### src/rtl/struct_design_pkg.sv
// Shared types and the add/compare function for the struct-typed arithmetic leaf.
package struct_design_pkg;

    localparam int unsigned DATA_W = 16;

    typedef struct packed {
        logic [DATA_W-1:0] a;
        logic [DATA_W-1:0] b;
    } operand_pair_t;

    typedef struct packed {
        logic [DATA_W:0] sum;
        logic            eq;
    } result_t;

    // Zero-extend both operands so the carry lands in the sum MSB
    function automatic result_t calc(input operand_pair_t ops);
        result_t res;
        res.sum = (DATA_W+1)'(ops.a) + (DATA_W+1)'(ops.b);
        res.eq  = (ops.a == ops.b);
        return res;
    endfunction

endpackage

### src/rtl/struct_calc.sv
// Combinational map from an operand pair to its sum/equality result.
module struct_calc
    import struct_design_pkg::*;
(
    input  operand_pair_t ops,
    output result_t       res
);

    assign res = calc(ops);

endmodule

### src/rtl/struct_design_blk.sv
// Registered 16-bit add-and-compare unit; one result register drives both outputs.
module struct_design_blk
    import struct_design_pkg::*;
(
    input  logic              clk,
    input  logic              rst,
    input  logic              enable,
    input  logic [DATA_W-1:0] inp_A,
    input  logic [DATA_W-1:0] inp_B,
    output logic [DATA_W:0]   data_C,
    output logic              is_eq
);

    operand_pair_t ops;
    result_t       next_res;
    result_t       res_q;

    assign ops.a = inp_A;
    assign ops.b = inp_B;

    struct_calc u_calc (
        .ops (ops),
        .res (next_res)
    );

    // Reset wins over enable; hold when disabled so idle inputs cannot disturb outputs
    always_ff @(posedge clk) begin
        if (rst) begin
            res_q <= '0;
        end else if (enable) begin
            res_q <= next_res;
        end
    end

    assign data_C = res_q.sum;
    assign is_eq  = res_q.eq;

endmodule

### config.mk
export PLATFORM = sky130hd
export DESIGN_NAME = struct_design_blk
export DESIGN_NICKNAME = d
export VERILOG_FILES = /design/src/rtl/struct_design_pkg.sv /design/src/rtl/struct_calc.sv /design/src/rtl/struct_design_blk.sv
export SDC_FILE = /design/constraint.sdc
export NUM_CORES = 1
export LEC_CHECK = 0
export CORE_ASPECT_RATIO = 2
export CORE_MARGIN = 1.5
export CORE_UTILIZATION = 45
export DETAILED_ROUTE_END_ITERATION = 6
export PLACE_DENSITY = 0.84
export SETUP_SLACK_MARGIN = 0.4
export SLEW_MARGIN = 20
export SYNTH_ARGS = -nofsm -noshare
export SYNTH_HDL_FRONTEND = slang
export SYNTH_SLANG_ARGS = --single-unit
### constraint.sdc
create_clock -name clk -period 3.3 [get_ports clk]
set_clock_uncertainty 0.1 [all_clocks]
set_input_delay 0.66 -clock clk [delete_from_list [all_inputs] [get_ports clk]]
set_output_delay 0.66 -clock clk [all_outputs]
set_load 0.03 [all_outputs]
==> results of run 1 <==
what timing repair did:
item	in CTS	in global routing
setup endpoints to repair	2	6
resized for setup	1	4
pin swaps	0	1
sequential cells by signal (all words and copies together), names as in the netlist:
| register | flops |
|---|---|
| data_C | 17 |
| is_eq | 1 |
per-stage QoR:
| step | worst slack (ps) | std cells | total power [W] | cell area, um^2 |
|---|---|---|---|---|
| 4_1_cts | 431 | 262 | 0.000769 | 2040 |
| 5_1_grt | 380 | 262 | 0.000811 | 2060 |
| 2_1_floorplan | 646 | 184 | 0.000474 | 1490 |
| 6_report | 492 | 262 | 0.000772 | 2060 |
| 3_3_place_gp | 181 | 258 | 0.000587 | 1980 |
| 3_5_place_dp | 104 | 258 | 0.000592 | 1980 |
layer usage:
metal	vias to the layer above	global-route usage, %
met2	51	43.2
met4	0	12.9
met5	-	0
li1	779	-
met3	11	1.51
met1	744	25.2
Yosys cell counts, types with 3 or more instances:
master	count
a211oi_1	6
nor2b_1	3
ha_1	16
nor3_1	3
a21oi_1	20
nor4_1	6
nand2_1	17
nand4_1	5
dfxtp_1	18
o21ai_0	10
mux2i_1	6
buf_6	5
xnor2_1	8
nor2_1	15
inv_1	3
a21o_1	4
o22ai_1	3
cells by family (layout without fill, tap and decap cells):
group,after synthesis,after routing,synth area share [%]
AO/OA/AOI/OAI,60,60,25.8
AND/OR/NAND/NOR,57,57,18.3
flip-flops,18,18,24.2
adder cells (fa/ha/maj),17,17,14.8
buffers and inverters,16,63,7.05
XOR/XNOR,10,10,5.88
multiplexers,6,6,4.03
worst min path at each step:
stage          cells after the start    endpoint  slack (ps)       start
2_1_floorplan                      2  data_C[13]         470  data_C[13]
3_3_place_gp                       2  data_C[13]         340  data_C[13]
3_5_place_dp                       2  data_C[13]         340  data_C[13]
4_1_cts                            2  data_C[13]         350  data_C[13]
5_1_grt                            2  data_C[13]         370  data_C[13]
6_report                           2  data_C[13]         350  data_C[13]
critical path, delay by kind of cell:
family / cells / cell delay (ps)
AO/OA/AOI/OAI: 5 / 1010
XOR/XNOR: 1 / 150
buffers and inverters: 1 / 400
adder cells (fa/ha/maj): 2 / 610
layout make-up:
class / instances / area (um^2)
fill: 288 / 1100
multi-input combinational: 150 / 1050
timing repair buffer: 55 / 543
sequential: 18 / 360
clock buffer: 4 / 55.1
tap: 31 / 38.8
inverter: 4 / 15.0
where the power goes:
part           internal (W)  switching (W)  leakage (nW)  total, W
Clock              0.000106      0.0000706        0.0288  0.000176
Sequential         0.000241      0.0000131         0.149  0.000254
Combinational      0.000158       0.000183         0.627  0.000341
Total              0.000505       0.000267         0.804  0.000772
==> flow_metrics.py, run 1 <==
metrics = {
    "die": {
        "die-area_um2": 3690,
        "start_util_pct": 47.2,
        "row_count": 29,
        "pin_count": 53,
        "core_region_area_um2": 3160,
        "chipHeight_um": 84.4,
        "fp.dieW_um": 43.7,
    },
    "synthesis": {
        "synth-edff-count": 0,
        "ys_ff_latch": 18,
        "async_flop_share_pct": 0,
        "avgSynthCellArea_um2": 8.10,
        "yosys_warnings": 0,
        "ys.flop_type": "dfxtp_1",
        "ys_seq_area_share_pct": 24.2,
        "syn_inst": 184,
        "synth_area_um2": 1490,
        "synthesis.nets": 236,
        "synth.distinct_cells": 43,
        "yosysTopAreaCell": "dfxtp_1",
        "yosys.area.top_type_share_pct": 24.2,
        "ys_top_cells_by_area": "dfxtp_1 24%, ha_1 13%, a21oi_1 6.7%",
    },
    "cts": {
        "cts_sinks": 18,
        "cts_buffers": 3,
        "cts_setup_buffers": 0,
        "worst_skew_pair.late_latency_ps": 250,
        "htreeDepth": 1,
        "cts_root_buf": "clkbuf_8",
        "cts_buffer_depth": 2,
        "cts.reportedPaths.clkPinSlew_ps": 70,
        "cts_tree": "built",
        "ctsHoldBuffers": 0,
    },
    "sta": {
        "fmax_mhz": 356,
        "fin_crit_ps": 2810,
        "hold_viol": 0,
        "rsz0062_at_grt": "true",
        "period_share_pct": 85.1,
        "fin_tns_setup_ps": 0,
        "slew_headroom_pct": 64.0,
        "fin_hold_ws_ps": 349,
        "setup_viol": 0,
        "tightest_slew_ps": 537,
        "drv_slew": 0,
    },
    "detailed_routing": {
        "routedWlPerCell_um": 15.4,
        "drt-met1-wl_um": 1470,
        "drt-total-wl_um": 4020,
        "via_count": 1585,
        "met2_length_um": 2310,
        "viasPerCell": 6.05,
        "ant_nets": 0,
        "first_iter_violations": 44,
        "drc_errors": 0,
        "firstDrtPassIters": 4,
        "wl_met3_um": 116,
        "maxUsedRoutingLayer": "met4",
    },
    "cells_and_area": {
        "diodes": 0,
        "drive_gt1_share_pct": 6.49,
        "layout_commonest_cell": "clkdlybuf4s50_1",
        "final_cell_mix": "52 x clkdlybuf4s50_1, 19 x a21oi_1, 18 x dfxtp_1, 17 x nand2_1, 16 x ha_1",
        "syn_to_final_growth_pct": 38.2,
        "fin_util_pct": 65.2,
        "layout.nets": 284,
    },
    "run": {
        "cap_violations": 0,
    },
    "critical_path": {
        "path_cells": "clkdlybuf4s50_1, ha_1, fa_2, a211oi_2, o21bai_1, a221o_1, a21oi_1, xor2_1, o21ai_0",
        "crit_type": "primary input to flop",
        "crit_start": "inp_A[0]",
        "cp_data_arrival_time_ps": 2830,
        "startpoint_type": "primary input",
        "worst-path-max-fanout": 3,
        "r2r_start": "data_C[9]",
        "r2r_end": "data_C[9]",
        "crit_path_end": "data_C[8]",
        "endpoint_kind": "flop",
        "worst_path_max_delay_cell": "clkdlybuf4s50_1",
        "worst_ep_required_time_ps": 3320,
        "r2r_cells": 2,
        "regToRegSetupSlack_ps": 2530,
        "critical_path.max_stage_delay_ps": 400,
    },
    "place": {
        "port-buffer-count": 52,
        "dp_hpwl_um": 3320,
        "gp_congestion": 0.859,
    },
    "grt": {
        "grt.total_usage_pct": 23.7,
        "grt_overflow": 0,
        "grt_max_degree": 14,
        "grt_antenna_before_repair": 0,
        "grt_first_pass_wirelength_um": 6910,
        "grt_pass1_vias": 1599,
    },
    "hold_path": {
        "hp-class": "flop to flop",
    },
    "outcome": {
        "status": "complete, no violations",
    },
    "pwr": {
        "ir_drop_v": 0.000177,
        "leakage_nw": 0.804,
        "pwr_density_cell_nw_per_um2": 375,
    },
}
No activity file was read; power rests on OpenSTA's default activity.
==> inputs of run 2 (changes only) <==
Settings changed: SLEW_MARGIN 20 to 0.
==> results of run 2 <==
Final layout, timing and power as in run 1 (identical DEF).
==> inputs of run 3 (changes only) <==
Settings changed: CTS_CLUSTER_DIAMETER set to 150.
==> results of run 3 <==
Final layout, timing and power as in run 1 (identical DEF).
